===== src/rtl/bch_dec_pkg.sv =====
`default_nettype none
// ============================================================================
// Module      : bch_dec_pkg
// Description : Shared definitions for the BCH read-path decoder blocks.
//               ecc_width() gives the check width of the single-error-
//               correcting / double-error-detecting code used by the
//               decoder (Hamming syndrome bits plus one overall parity
//               bit). data_pos() maps a data bit index to its codeword
//               position, which is its syndrome signature; positions that
//               are powers of two belong to the check bits. SAT_ALL_ONES
//               is the saturation pattern for statistics counters.
// Revision    : 1.0 - initial release
// ============================================================================
`ifndef ECC_WORD_SIZE
`define ECC_WORD_SIZE 32
`endif

package bch_dec_pkg;

  localparam logic [63:0] SAT_ALL_ONES = '1;

  // Smallest m with 2^m >= dw + m + 1, plus one overall parity bit.
  function automatic int ecc_width(input int dw);
    int m;
    m = 0;
    for (int k = 1; k < 31; k++) begin
      if (m == 0 && (1 << k) >= dw + k + 1) m = k;
    end
    return m + 1;
  endfunction

  // Data bit i sits at the i-th codeword position (from 3 upward) that is
  // not a power of two. Walking the powers in ascending order and bumping
  // the position past each one reached gives that index directly.
  function automatic int data_pos(input int i);
    int p;
    p = i + 3;
    for (int k = 2; k < 31; k++) begin
      if ((1 << k) <= p) p = p + 1;
    end
    return p;
  endfunction

endpackage
`default_nettype wire


===== src/rtl/bch_dec_dcd_univ_top.sv =====
`default_nettype none
// ============================================================================
// Module      : bch_dec_dcd_univ_top
// Description : Combinational SEC-DED decoder.
//               Ports: d/ecc (received word), msk (data bits to flip),
//               err_det (data needs correction or cannot be corrected).
//               ecc[E_WIDTH-2:0] hold the syndrome check bits,
//               ecc[E_WIDTH-1] holds even parity over data and all checks.
//               A single error confined to a check bit leaves the data
//               intact, so it is reported as clean (err_det = 0).
// Revision    : 1.0 - initial release
// ============================================================================
module bch_dec_dcd_univ_top
  import bch_dec_pkg::*;
#(
  parameter int D_WIDTH = 32,
  parameter int E_WIDTH = ecc_width(D_WIDTH)
) (
  input  logic [D_WIDTH-1:0] d,
  input  logic [E_WIDTH-1:0] ecc,
  output logic [D_WIDTH-1:0] msk,
  output logic               err_det
);

  localparam int M = E_WIDTH - 1;

  logic [M-1:0] syn;
  logic         par;
  logic         syn_pow2;

  always_comb begin
    syn = ecc[M-1:0];
    for (int i = 0; i < D_WIDTH; i++) begin
      if (d[i]) syn = syn ^ M'(data_pos(i));
    end
    par      = ^{d, ecc};
    syn_pow2 = ((syn & (syn - M'(1))) == '0);
    // Odd parity with a syndrome naming a data position is a single
    // data-bit error; anything else with a nonzero syndrome besides a lone
    // check-bit flip is uncorrectable and leaves the mask empty.
    msk = '0;
    for (int i = 0; i < D_WIDTH; i++) begin
      if (par && (syn == M'(data_pos(i)))) msk[i] = 1'b1;
    end
    err_det = (syn != '0) && !(par && syn_pow2);
  end

endmodule
`default_nettype wire


===== src/rtl/bch_dec_rd_corr.sv =====
`default_nettype none
// ============================================================================
// Module      : bch_dec_rd_corr
// Description : Two-stage read-path correction stage. S1 registers the raw
//               word, the decoder runs on S1, S2 registers corrected data
//               and status. Saturating correction statistics; optional
//               scrub write-back request port (macro BCH_DEC_SCRUB_EN).
// Ports       : in_*  - valid/ready input (raw data, stored ECC, addr tag)
//               out_* - valid/ready output (corrected data, tag, status)
//               cnt_clr, corr_cnt, uncorr_cnt - statistics
//               scrub_* - scrub request (only with BCH_DEC_SCRUB_EN)
// Revision    : 1.0 - initial release
// ============================================================================
`ifndef ECC_WORD_SIZE
`define ECC_WORD_SIZE 32
`endif

module bch_dec_rd_corr
  import bch_dec_pkg::*;
#(
  parameter int P_D_WIDTH   = `ECC_WORD_SIZE,
  parameter int P_E_WIDTH   = bch_dec_pkg::ecc_width(P_D_WIDTH),
  parameter int P_A_WIDTH   = 16,
  parameter int P_CNT_WIDTH = 16
) (
  input  logic                   clk,
  input  logic                   rst,
  input  logic                   in_valid,
  output logic                   in_ready,
  input  logic [P_D_WIDTH-1:0]   in_d,
  input  logic [P_E_WIDTH-1:0]   in_ecc,
  input  logic [P_A_WIDTH-1:0]   in_addr,
  output logic                   out_valid,
  input  logic                   out_ready,
  output logic [P_D_WIDTH-1:0]   out_d,
  output logic [P_A_WIDTH-1:0]   out_addr,
  output logic                   out_corr,
  output logic                   out_uncorr,
`ifdef BCH_DEC_SCRUB_EN
  output logic                   scrub_valid,
  input  logic                   scrub_ready,
  output logic [P_D_WIDTH-1:0]   scrub_d,
  output logic [P_A_WIDTH-1:0]   scrub_addr,
  output logic                   scrub_ovf,
`endif
  input  logic                   cnt_clr,
  output logic [P_CNT_WIDTH-1:0] corr_cnt,
  output logic [P_CNT_WIDTH-1:0] uncorr_cnt
);

  localparam logic [P_CNT_WIDTH-1:0] CNT_SAT = SAT_ALL_ONES[P_CNT_WIDTH-1:0];

  logic                 s1_valid;
  logic [P_D_WIDTH-1:0] s1_d;
  logic [P_E_WIDTH-1:0] s1_ecc;
  logic [P_A_WIDTH-1:0] s1_addr;
  logic [P_D_WIDTH-1:0] msk;
  logic                 err_det;
  logic [P_D_WIDTH-1:0] corr_d;
  logic                 dec_corr;
  logic                 dec_uncorr;
  logic                 s2_load;
  logic                 accept;

  bch_dec_dcd_univ_top #(
    .D_WIDTH (P_D_WIDTH),
    .E_WIDTH (P_E_WIDTH)
  ) u_dcd (
    .d       (s1_d),
    .ecc     (s1_ecc),
    .msk     (msk),
    .err_det (err_det)
  );

  assign corr_d     = s1_d ^ msk;
  assign dec_corr   = err_det && (|msk);
  assign dec_uncorr = err_det && !(|msk);

  // in_ready depends only on pipeline state and out_ready, never in_valid.
  assign s2_load  = s1_valid && (!out_valid || out_ready);
  assign in_ready = !s1_valid || s2_load;
  assign accept   = in_valid && in_ready;

  always_ff @(posedge clk or posedge rst) begin
    if (rst) begin
      s1_valid <= 1'b0;
      s1_d     <= '0;
      s1_ecc   <= '0;
      s1_addr  <= '0;
    end else if (accept) begin
      s1_valid <= 1'b1;
      s1_d     <= in_d;
      s1_ecc   <= in_ecc;
      s1_addr  <= in_addr;
    end else if (s2_load) begin
      s1_valid <= 1'b0;
    end
  end

  always_ff @(posedge clk or posedge rst) begin
    if (rst) begin
      out_valid  <= 1'b0;
      out_d      <= '0;
      out_addr   <= '0;
      out_corr   <= 1'b0;
      out_uncorr <= 1'b0;
    end else if (s2_load) begin
      out_valid  <= 1'b1;
      out_d      <= corr_d;
      out_addr   <= s1_addr;
      out_corr   <= dec_corr;
      out_uncorr <= dec_uncorr;
    end else if (out_ready) begin
      out_valid  <= 1'b0;
    end
  end

  always_ff @(posedge clk or posedge rst) begin
    if (rst) begin
      corr_cnt   <= '0;
      uncorr_cnt <= '0;
    end else if (cnt_clr) begin
      corr_cnt   <= '0;
      uncorr_cnt <= '0;
    end else if (s2_load) begin
      if (dec_corr && corr_cnt != CNT_SAT)
        corr_cnt <= corr_cnt + P_CNT_WIDTH'(1);
      if (dec_uncorr && uncorr_cnt != CNT_SAT)
        uncorr_cnt <= uncorr_cnt + P_CNT_WIDTH'(1);
    end
  end

`ifdef BCH_DEC_SCRUB_EN
  logic scrub_req;
  logic scrub_busy;

  assign scrub_req  = s2_load && dec_corr;
  // Busy only if the pending request is not draining this cycle; a request
  // completing alongside a new one lets the new one load.
  assign scrub_busy = scrub_valid && !scrub_ready;

  always_ff @(posedge clk or posedge rst) begin
    if (rst) begin
      scrub_valid <= 1'b0;
      scrub_d     <= '0;
      scrub_addr  <= '0;
      scrub_ovf   <= 1'b0;
    end else begin
      if (scrub_req && !scrub_busy) begin
        scrub_valid <= 1'b1;
        scrub_d     <= corr_d;
        scrub_addr  <= s1_addr;
      end else if (scrub_valid && scrub_ready) begin
        scrub_valid <= 1'b0;
      end
      if (cnt_clr)
        scrub_ovf <= 1'b0;
      else if (scrub_req && scrub_busy)
        scrub_ovf <= 1'b1;
    end
  end
`endif

endmodule
`default_nettype wire


===== config.mk =====
export PLATFORM = sky130hd
export DESIGN_NAME = bch_dec_rd_corr
export DESIGN_NICKNAME = d
export VERILOG_FILES = /design/src/rtl/bch_dec_pkg.sv /design/src/rtl/bch_dec_dcd_univ_top.sv /design/src/rtl/bch_dec_rd_corr.sv
export SDC_FILE = /design/constraint.sdc
export NUM_CORES = 1
export LEC_CHECK = 0
export ABC_AREA = 0
export BUFFER_PORTS_ARGS = -buffer_cell sky130_fd_sc_hd__buf_2
export CAP_MARGIN = 20
export CORE_ASPECT_RATIO = 1.75
export CORE_MARGIN = 2
export CORE_UTILIZATION = 50
export DETAILED_ROUTE_END_ITERATION = 7
export GPL_TIMING_DRIVEN = 0
export HOLD_SLACK_MARGIN = 0.08
export PLACE_DENSITY = 0.76
export SETUP_SLACK_MARGIN = 0.4
export SYNTH_ARGS = -nofsm -noshare
export SYNTH_HDL_FRONTEND = slang
export SYNTH_SLANG_ARGS = --single-unit

===== constraint.sdc =====
create_clock -name clk -period 3.7 [get_ports clk]
set_input_delay 0.185 -clock clk [delete_from_list [all_inputs] [get_ports clk]]
set_output_delay 0.185 -clock clk [all_outputs]
set_load 0.01 [all_outputs]

==> flow_summary.toml <==
[status]
status = "finished, violations left"
violations = "setup timing"

[global_routing]
track_usage = 0.2985
grt_pass1_vias = 6773
grt_pass1_wl_um = 34710
grt_max_degree = 43
overflow = 0
antenna_found_initial = 0

[timing]
rsz0062_at_grt = "yes"
finalSetupViolations = 23
max_slew_margin = 0.4975
setup_ws_ps = -177.5
tns_ps = -2319
min_period_over_period = 1.048
max_freq_mhz = 257.9
slew_violations = 0
layout_min_cycle_time_ps = 3878
worstMarginPinSlew_ps = 753.8
hold_viol = 0
skew_ps = 11.41

[clocking]
ctsLongestPathBuffers = 2
cts-root-buf = "clkbuf_16"
numCtsBuffers = 17
clk_pin_slew_ps = 70
cts_max_level = 4
tritoncts = "yes"
cts.sinks = 139
clk_latency_ps = 420

[critical_path]
critPathKind = "flip-flop to flip-flop"
crit_slowest_cell = "or4_4"
worstSetupPathDepth = 13
endpoint_kind = "flip-flop"
max_stage_delay_ps = 510
cp-start-kind = "flip-flop"
regToRegSetupSlack_ps = -180
cp.arrival_ps = 4180
required_ps = 4000
crit_fanout = 6
reg2reg_depth = 13
path_buf_inv = 4
cpMostUsedCell = "xnor3_2"
path_delay_family = "XOR/XNOR gates"
path_cells = "xnor3_2 -> xnor3_2 -> xnor2_4 -> buf_4 -> xor2_4 -> buf_6 -> a211oi_4 -> o22ai_4 -> or4_4 -> buf_8 -> buf_16 -> nor3_4 -> mux2_4"

[place]
port_buffers = 142
gp_congestion = 0.9711
place.detailed.hpwl_um = 14610
placed_area_um2 = 8409

[route]
first_pass_iters = 7
drt_iter0_markers = 422
drtAntennaViolNets = 0
drc_errors = 0
drt-wirelength-per-cell_um = 20.65
vias_per_cell = 5.741
wl_um = 23070
vias = 6413

[synth]
synth_compound_area_frac = 0.06481
yosysMostFrequentCell = "dfrtp_1"
synth_top_area_frac = 0.4791
synth_cell_types = 45
synthTopCellsByCount = "dfrtp_1 (139), mux2_2 (84), nor2_1 (75)"
synthSimpleGateAreaFrac = 0.1456
synth-xor-area-share = 0.1498
postSynth.asyncResetShare = 1.000
synthAdderAreaFrac = 0.003447
syn_area_um2 = 7259
synth_warnings = 0
yosysTopAreaCell = "dfrtp_1"
synth_edf_count = 0
muxShareOfSynthArea = 0.1317
synthesis.nets = 720
synth-main-ff-cell = "dfrtp_1"
ys_top_cells_by_area = "dfrtp_1 (48%), mux2_2 (13%), xnor2_1 (8.2%)"
synth_seq_cells = 139
synth_top_family_by_area = "XOR/XNOR gates"
syn_area_per_cell_um2 = 11.03
syn_inst = 658
seq_area_frac_synth = 0.4791

[final_layout]
regArea_um2 = 3488
num_antenna_cells = 0
multi_input_area_um2 = 4307
nNetsFinal = 986
fin_area_um2 = 10710
area_delta_synth_final_pct = 47.52
fillers = 923
layout-drive-gt1-share = 0.4429

[floorplanning]
die_h_um = 163.4
core_area_um2 = 14300
num_rows = 58
initial_core_util = 0.5078
die_x_um = 95.09
die-area_um2 = 15540
io_pins = 144

[min_path]
holdCritPathClass = "input port to asynchronous set/reset pin"

[run]
cap_violations = 0
cells by family (layout without fill, tap and decap cells):
logic type / after synthesis / in the layout
and+or+nand+nor: 210 / 210
DFF: 139 / 139
xor gates and xnor gates: 97 / 97
muxes: 85 / 85
AOI/OAI and AO/OA: 81 / 81
buffers and inverters: 44 / 323
adders and majority gates: 2 / 2
through the flow:
step	instances	hold slack (ps)	utilization	setup WS, ps
floorplan	658	293.4	-	280.6
global placement	980	392.8	0.5819	-663.7
detailed placement	985	85.94	0.5882	-438.6
CTS	1109	184.9	0.7317	-25.74
global route	1117	189.8	0.7491	-231.2
finish	1117	190.2	0.7491	-177.5
path summary, 6_finish.rpt:
path                                                   to                    from
worst max-delay path            uncorr_cnt[2]$_DFFE_PP0P_    s1_d[23]$_DFFE_PP0P_
worst min-delay path               s1_addr[1]$_DFFE_PP0P_                     rst
worst max register to register  uncorr_cnt[2]$_DFFE_PP0P_    s1_d[23]$_DFFE_PP0P_
worst min register to register     s1_addr[5]$_DFFE_PP0P_  s1_addr[5]$_DFFE_PP0P_
max in group asynchronous            s1_d[11]$_DFFE_PP0P_                     rst
min in group clk                uncorr_cnt[2]$_DFFE_PP0P_                 cnt_clr
worst min-delay path: cells and delay by family:
family	cells	cell delay, ps
buffers and inverters	3	770
layout make-up:
| class | instances | area share |
|---|---|---|
| Multi-Input combinational cell | 475 | 0.4022 |
| Sequential cell | 139 | 0.3257 |
| Timing Repair Buffer | 247 | 0.1666 |
| Clock buffer | 17 | 0.03972 |
| Inverter | 7 | 0.002804 |
| Tap cell | 180 | 0.02103 |
| Buffer | 37 | 0.02559 |
| Clock inverter | 15 | 0.01636 |
sequential cells by signal, indices dropped and copies added, names as in the netlist:
register,flops
out_d,32
s1_d,32
corr_cnt,16
out_addr,16
s1_addr,16
uncorr_cnt,16
s1_ecc,7
out_corr,1
out_uncorr,1
out_valid,1
s1_valid,1
routing by layer:
metal,track usage,share of wire,vias to the layer above
li1,-,-,2849
met1,0.2873,0.33,3186
met2,0.5560,0.56,287
met3,0.05535,0.044,91
met4,0.1963,0.063,0
met5,0,0,-
cell usage in the layout, fill, tap and decap left out, types with 7 or more instances in the layout:
master	Yosys	final
buf_6	1	8
mux2_2	84	72
nor3_1	22	15
or4_4	0	8
dfrtp_1	139	131
a21oi_2	0	10
nand3_1	22	20
buf_2	3	142
buf_12	0	8
buf_4	2	35
mux2_4	0	12
xnor3_1	14	9
dlygate4sd3_1	0	59
nor2_1	75	73
xor2_1	11	7
nand2b_1	9	8
dfrtp_2	0	8
clkbuf_1	30	19
a21oi_1	52	42
xnor2_1	68	59
nand2_1	20	18
nor2b_1	11	11
nand4_1	10	10
clkbuf_16	0	17
timing repair:
action                     CTS  global route
hold endpoints to repair   114             0
pin swaps                   47            27
hold buffers                59             0
setup endpoints to repair   35            44
gates resized for setup    120            48
buffers inserted            31             8
gates cloned                 2             0
Power is not shown: default switching activity piles up to over one toggle a cycle in this logic, so the estimate is an artifact.
